===== src/rtl/encout_ctrl.sv =====
// Encoder-output sequencing controller: turns register strobes into a burst
// of quadrature A/B edges at a programmed rate, tracks a wrapping position
// counter and reports busy/done/remaining-edge status back to the registers.
module encout_ctrl #(
    parameter int CW = 16
) (
    input  logic          i_pclk,
    input  logic          i_prst,
    input  logic          i_en,
    input  logic          i_dir,
    input  logic [CW-1:0] i_period,
    input  logic          i_str,
    input  logic [CW-1:0] i_outcnt,
    input  logic [CW-1:0] i_posmax,
    input  logic          i_pos_we,
    input  logic [CW-1:0] i_pos_wdata,
    output logic          o_enc_a,
    output logic          o_enc_b,
    output logic [CW-1:0] o_poscnt,
    output logic [CW-1:0] o_remain,
    output logic          o_busy,
    output logic          o_done
);

    localparam logic [CW-1:0] ONE = {{(CW-1){1'b0}}, 1'b1};

    typedef enum logic [0:0] {
        IDLE = 1'b0,
        RUN  = 1'b1
    } state_t;

    state_t        state_q, state_d;
    logic [CW-1:0] div_q, div_d;
    logic [CW-1:0] poscnt_q, poscnt_d;
    logic [CW-1:0] remain_q, remain_d;
    logic [1:0]    phase_q, phase_d;
    logic          enc_a_q, enc_b_q;
    logic          done_q, done_d;

    logic [CW-1:0] peff_m1;
    logic          start;
    logic          abort;
    logic          edge_hit;

    // Position step with wrap modulo POSMAX+1; values already above POSMAX
    // (possible after a direct POSCNT write) wrap to 0 on the next up step.
    function automatic logic [CW-1:0] pos_step(input logic [CW-1:0] pos,
                                               input logic [CW-1:0] pmax,
                                               input logic          down);
        logic [CW-1:0] r;
        if (down) begin
            r = (pos == '0) ? pmax : pos - ONE;
        end else begin
            r = (pos >= pmax) ? '0 : pos + ONE;
        end
        return r;
    endfunction

    // Quadrature phase advances +1 (up) or -1 (down) modulo 4.
    function automatic logic [1:0] phase_step(input logic [1:0] p,
                                              input logic       down);
        return down ? (p - 2'd1) : (p + 2'd1);
    endfunction

    // A is high in phases 1 and 2.
    function automatic logic phase_to_a(input logic [1:0] p);
        return (p == 2'd1) || (p == 2'd2);
    endfunction

    // B is high in phases 2 and 3.
    function automatic logic phase_to_b(input logic [1:0] p);
        return (p == 2'd2) || (p == 2'd3);
    endfunction

    // Effective period minus one; a programmed period of 0 behaves as 1.
    // The divider compare uses >= so that shrinking the live period mid-count
    // fires the edge immediately rather than letting the divider run away.
    always_comb begin
        peff_m1  = (i_period == '0) ? '0 : (i_period - ONE);
        start    = (state_q == IDLE) && i_str && i_en && (i_outcnt != '0);
        abort    = (state_q == RUN) && !i_en;
        edge_hit = (state_q == RUN) && (div_q >= peff_m1);
    end

    // Next-state and datapath update; abort wins over a coincident edge and
    // a POSCNT write wins over a coincident position step.
    always_comb begin
        state_d  = state_q;
        div_d    = div_q;
        phase_d  = phase_q;
        poscnt_d = poscnt_q;
        remain_d = remain_q;
        done_d   = 1'b0;

        case (state_q)
            IDLE: begin
                if (start) begin
                    state_d  = RUN;
                    div_d    = '0;
                    remain_d = i_outcnt;
                end
            end
            RUN: begin
                if (abort) begin
                    state_d = IDLE;
                end else if (edge_hit) begin
                    div_d    = '0;
                    phase_d  = phase_step(phase_q, i_dir);
                    poscnt_d = pos_step(poscnt_q, i_posmax, i_dir);
                    remain_d = remain_q - ONE;
                    if (remain_q == ONE) begin
                        state_d = IDLE;
                        done_d  = 1'b1;
                    end
                end else begin
                    div_d = div_q + ONE;
                end
            end
            default: begin
                state_d = IDLE;
            end
        endcase

        if (i_pos_we) begin
            poscnt_d = i_pos_wdata;
        end
    end

    // State, counters and registered A/B outputs; reset clears everything.
    always_ff @(posedge i_pclk) begin
        if (i_prst) begin
            state_q  <= IDLE;
            div_q    <= '0;
            phase_q  <= 2'd0;
            poscnt_q <= '0;
            remain_q <= '0;
            enc_a_q  <= 1'b0;
            enc_b_q  <= 1'b0;
            done_q   <= 1'b0;
        end else begin
            state_q  <= state_d;
            div_q    <= div_d;
            phase_q  <= phase_d;
            poscnt_q <= poscnt_d;
            remain_q <= remain_d;
            enc_a_q  <= phase_to_a(phase_d);
            enc_b_q  <= phase_to_b(phase_d);
            done_q   <= done_d;
        end
    end

    assign o_enc_a  = enc_a_q;
    assign o_enc_b  = enc_b_q;
    assign o_poscnt = poscnt_q;
    assign o_remain = remain_q;
    assign o_busy   = (state_q == RUN);
    assign o_done   = done_q;

endmodule


===== config.mk =====
export PLATFORM = sky130hd
export DESIGN_NAME = encout_ctrl
export DESIGN_NICKNAME = d
export VERILOG_FILES = /design/src/rtl/encout_ctrl.sv
export SDC_FILE = /design/constraint.sdc
export NUM_CORES = 1
export LEC_CHECK = 0
export ABC_CLOCK_PERIOD_IN_PS = 6400
export CORE_ASPECT_RATIO = 1.1
export CORE_UTILIZATION = 56
export CTS_BUF_LIST = sky130_fd_sc_hd__clkbuf_8 sky130_fd_sc_hd__clkbuf_16
export DETAILED_ROUTE_END_ITERATION = 8
export MAX_ROUTING_LAYER = met4
export PLACE_DENSITY = 0.87
export SLEW_MARGIN = 20
export SYNTH_ARGS = -nofsm -noshare
export SYNTH_HDL_FRONTEND = slang
export SYNTH_SLANG_ARGS = --single-unit

===== constraint.sdc =====
create_clock -name i_pclk -period 6.4 [get_ports i_pclk]
set_input_delay 0.64 -clock i_pclk [delete_from_list [all_inputs] [get_ports i_pclk]]
set_output_delay 0.64 -clock i_pclk [all_outputs]
set_load 0.05 [all_outputs]

Word-level counts from Yosys, hierarchy flattened
Index checks and enable logic that the tools add are counted.
- register bits: 54
- output and inout bits: 36
- word-level logic and storage cells: 70
- input bits: 70
- multiplexer cells: 26
- equal/unequal tests: 8
- magnitude comparators: 2
- add/sub/neg operators: 7
- bitwise logic cells: 2
- reductions and logical operators: 17
- operators with widths (cell ; number):
    2-to-1 mux 16 bit ; 14
    one-hot mux 16 bit (2 select lines) ; 2
    subtractor 16 x 1 -> 16 bit, second input constant ; 3
    adder 16 x 1 -> 16 bit, second input constant ; 2
    greater-or-equal comparator 16 bit ; 2
    zero test 16 bit ; 2
    == test 16 x 1 -> 1 bit, second input constant ; 1
    nonzero test 16 bit ; 1
    2-to-1 mux 2 bit ; 4
    inequality test 2 bit, second input constant ; 3
    AND reduction 3 bit ; 2
    logical AND 1 bit ; 5
    2-to-1 mux 1 bit ; 5
    == test 2 bit, second input constant ; 2
    nonzero test 2 bit ; 2
    OR reduction 4 bit ; 1
    adder 2 x 1 -> 2 bit, second input constant ; 1
    == test 2 x 1 -> 1 bit, second input constant ; 1
    logical OR 1 bit ; 2
    inequality test 2 x 1 -> 1 bit, second input constant ; 1
    NOT 1 bit ; 2
    one-hot mux 1 bit (2 select lines) ; 1
    AND reduction 2 bit ; 1
    subtractor 2 x 1 -> 2 bit, second input constant ; 1
    zero test 1 bit ; 1

Logic depth before layout (Yosys ltp)
- depth in word-level cells: 9
- gate-level depth with buffers: 15

Least setup slack after synthesis
No wires, ideal clock.
- kind: input to register
- start point: in i_period[7]
- end point: reg enc_a_q (netlist: o_enc_a)
- path slack: 2.371 ns
- arrival: 3.963 ns
- data required time: 6.334 ns
- cell stages on the path: 14
- path through: or4_1 or3_1 nor3_1 and3_1 xor2_1 nand2_1 ha_1 nand2_1 nor4_1 a32oi_1 a21boi_2 xnor2_1 ha_1 nor2_1
- word-level cells in the longest chain between the ends: 9
- elaborated cells between the ends (all ways): 11
- those cells by class: add/sub (1); order compare (1); eq/ne (2); mux (4); reduce/logical (3)
- RTL lines (item ; RTL line ; text):
    from (decl) ; 11 ; input logic [CW-1:0] i_period,
    subtractor 16 x 1 -> 16 bit / zero test 16 bit (equally long branches) ; 79 ; peff_m1 = (i_period == '0) ? '0 : (i_period - ONE);
    2-to-1 mux 16 bit (*) ; 79 ;
    greater-or-equal comparator 16 bit (*) ; 82 ; edge_hit = (state_q == RUN) && (div_q >= peff_m1);
    logical AND 1 bit (*) ; 82 ;
    2-to-1 mux 2 bit (*) ; 106 ; end else if (edge_hit) begin
    2-to-1 mux 2 bit (*) ; 104 ; if (abort) begin
    2-to-1 mux 2 bit (*) ; 95 ; case (state_q)
    == test 2 x 1 -> 1 bit / == test 2 bit (equally long branches) ; 67 ; return (p == 2'd1) || (p == 2'd2);
    logical OR 1 bit (*) ; 67 ;
    to (signal assigned) ; 146 ; enc_a_q <= phase_to_a(phase_d);
    to (decl) ; 37 ; logic enc_a_q, enc_b_q;
Every way passes the cells marked *; elsewhere a longest branch is shown, timed or not.
A chain may end at the register's enable or synchronous reset.

Final worst setup path
- start point: in i_period[7]
- end point: reg remain_q[4] (netlist: o_remain[4])
- word-level cells in the longest chain between the ends: 6
- elaborated cells between the ends (all ways): 7
- those cells by class: add/sub (1); order compare (1); eq/ne (1); mux (1); reduce/logical (3)
- RTL lines (item ; RTL line ; text):
    subtractor 16 x 1 -> 16 bit / zero test 16 bit (equally long branches) ; 79 ;
    2-to-1 mux 16 bit (*) ; 79 ;
    greater-or-equal comparator 16 bit (*) ; 82 ;
    logical AND 1 bit (*) ; 82 ;
    inequality test 2 x 1 -> 1 bit (no source line) (*) ; - ;
    AND reduction 3 bit (no source line) (*) ; - ;
    to (signal assigned) ; 145 ; remain_q <= remain_d;
    to (decl) ; 35 ; logic [CW-1:0] remain_q, remain_d;
Marks and branches as above.

==> reports/results.ini <==
[status]
status=finished, final reports clean

[cts]
cts.path.max_buffers=2
cts_root_buf=clkbuf_8
cts_buffers=5
cts_tree=done
clk_latency_ns=0.32
post_cts_resized=0
cts.sinks=54
cts-hold-fix-buffers=0
htree_levels=2
post_cts_buffers=0
clk_pin_slew_ns=0.11

[timing]
worst_pin_slew_ns=1.144
fin_worst_skew_ns=0.01317
fin_crit_ns=5.311
setup_viol=0
rsz0062_at_grt=false
slew_headroom=0.2343
hold_viol=0
tns_ns=0
fmax_ghz=0.1883
holdWs_ns=0.5229
final_max_slew_viol_count=0
finalCritPeriodShare=0.8298

[min_path]
worstHoldStart=o_remain[14]
hold_path_class=flip-flop to flip-flop

[synthesis]
yosysSeqAreaShare=0.2204
synth_top_area_share=0.2204
synth_area_sq_um=4905
synthFlopType=dfxtp_1
synth_area_leaders=dfxtp_1 (22%), ha_1 (10%), xnor2_1 (5.9%)
ys_types=71
synth.avg_cell_area_sq_um=7.431
ys_ff_latch=54
yosys_warnings=0
synth_top_cell_by_area=dfxtp_1
syn_nets=771
synthCells=660
synth-edff-count=0
synthArstFlopShare=0

[job]
drv_cap=0

[power]
powerDensity_nw_per_um2=154.6
peakVddDrop_v=0.0001087
total_power_w=0.0009298
p_leak_nw=2.276

[critical_path]
end_kind=flip-flop
crit_required_ns=6.65
start_kind=input port
r2r-start=o_poscnt[0]
path_class=input port to flip-flop
critPathMaxFanout=16
arrival_ns=5.56
cp-startpoint=i_period[7]

[detailed_routing]
first_pass_iters=5
wire_per_inst_um=17.00
drt_iter0_drc=256
drc_errors=0
ant_nets=0
avgViaCountPerCell=6.270
vias=5342
routed_wl_mm=14.48

[global_routing]
grt_max_degree=37
grt_util_met1=0.3605
grt_usage=0.3274
top_usage_layer=met2
overflow=0
grt_pass1_wl_mm=23.88
antenna_found_initial=0
grt_pass1_vias=5239
use_met3=0.03636
use_met2=0.5944

[die]
die-width_um=91.23
die_h_um=100.2
initial_core_util=0.5803
die_area_sq_um=9137
io_pins=106
std_cell_rows=35
fp.coreArea_sq_um=8452

[final_layout]
final_nets=851
layout.area.seq_sq_um=1081
multi_input_area_sq_um=3476
final_cells=852
num-fill-cells=703
num_antenna_cells=0
area_growth_pct=22.65
drive_gt1_frac=0.04318

[placed_design]
gp_congestion=0.9796
dp_cells=844
hpwl_mm=11.02
portBuffers=105

==> per-layer routing <==
| metal | wire length, um | share of wire | vias up |
|---|---|---|---|
| li1 | - | - | 2566 |
| met1 | 5713 | 0.39 | 2493 |
| met2 | 7400 | 0.51 | 240 |
| met3 | 856 | 0.059 | 43 |
| met4 | 509 | 0.035 | 0 |
| met5 | 0 | 0 | - |
==> final cells by class <==
class	instances	share of cell area
flip-flops and latches	54	0.1797
inverters	39	0.02433
clock inverters	3	0.003952
clock buffers	5	0.01144
well taps	111	0.02309
multi-input cells	531	0.5778
repair buffers	109	0.1797
==> critical path: stages <==
cell and delay [ns]:
clkdlybuf4s50_1 0.51, or4_1 0.61, or3_1 0.38, nor3_1 0.20, nand4b_1 0.51, nand2_1 0.20
ha_1 0.16, nand2_1 0.09, nor4_1 0.65, a32oi_1 0.29, a31oi_1 0.89, o21ai_0 0.21
a21oi_1 0.20
==> cell families after synthesis <==
kind of cell	Yosys count	synth area share
AOI/OAI and AO/OA	164	0.2181
xor gates and xnor gates	48	0.08572
adders and majority gates	41	0.1046
buffers and inverters	75	0.07092
DFF	54	0.2204
muxes	4	0.008673
and+or+nand+nor	274	0.2916
==> worst paths after layout <==
check / slack (ns) / cells past startpoint / to
setup / recovery: 1.09 / 13 / o_remain[4]
hold reg to reg: 0.52 / 2 / o_remain[14]
hold / removal: 0.52 / 2 / o_remain[14]
setup reg to reg: 3.10 / 8 / o_poscnt[14]
==> cells in the mapped netlist, types with 10 or more instances <==
cell      instances
nor2_1           66
nand2_1          62
dfxtp_1          54
o21ai_0          45
ha_1             41
inv_1            39
a21oi_1          35
xnor2_1          33
nand3_1          23
nor3_1           23
nor4_1           21
clkbuf_1         19
xor2_1           15
a32oi_1          14
a31oi_1          13
nand4_1          12
nand2b_1         10
o211ai_1         10
==> layout by cell type (no fill, tap or decap), types with 3 or more instances in the layout <==
master,synthesis,layout
a31oi_1,13,13
a311oi_1,5,5
a21oi_1,35,35
a32oi_1,14,14
o32ai_1,3,3
nor3_1,23,23
o22ai_1,3,3
nand2b_1,10,10
nor2b_1,9,9
nand2_1,62,62
nor4b_1,9,9
or3_1,5,5
a22oi_1,5,5
dfxtp_1,54,54
o211ai_1,10,10
o21ai_0,45,45
and3_1,5,5
ha_1,41,41
a21boi_0,6,6
nor2_1,66,66
or4_1,5,5
buf_4,1,4
xnor2_1,33,33
a211oi_1,4,4
nand3_1,23,23
nor4_1,21,21
and2_1,4,4
clkbuf_8,2,5
nand4_1,12,12
xor2_1,15,15
clkdlybuf4s50_1,0,105
inv_1,39,39
nand4b_1,3,3
==> where the power goes <==
group / total [W] / internal, W / leakage [nW] / switching, W
registers: 0.000384 / 0.000350 / 0.441 / 0.0000338
clock network: 0.000205 / 0.0000787 / 0.0408 / 0.000126
logic: 0.000341 / 0.000144 / 1.79 / 0.000197
==> per-stage QoR <==
stage / util / worst slack (ns) / area, sq um
after detailed placement: 0.7008 / 0.9681 / 5923
after global placement: 0.7008 / 1.237 / 5923
after floorplan: - / 2.371 / 4905
after CTS: 0.7118 / 1.228 / 6016
after global routing: 0.7118 / 0.9083 / 6016
final: 0.7118 / 1.089 / 6016
==> registers in the layout, summed over array words and instances (netlist names) <==
signal / count
phase_q: 2
o_poscnt: 16
o_enc_a: 1
div_q: 16
o_busy: 1
o_done: 1
o_remain: 16
o_enc_b: 1
No activity file was read; power rests on OpenSTA's default activity.
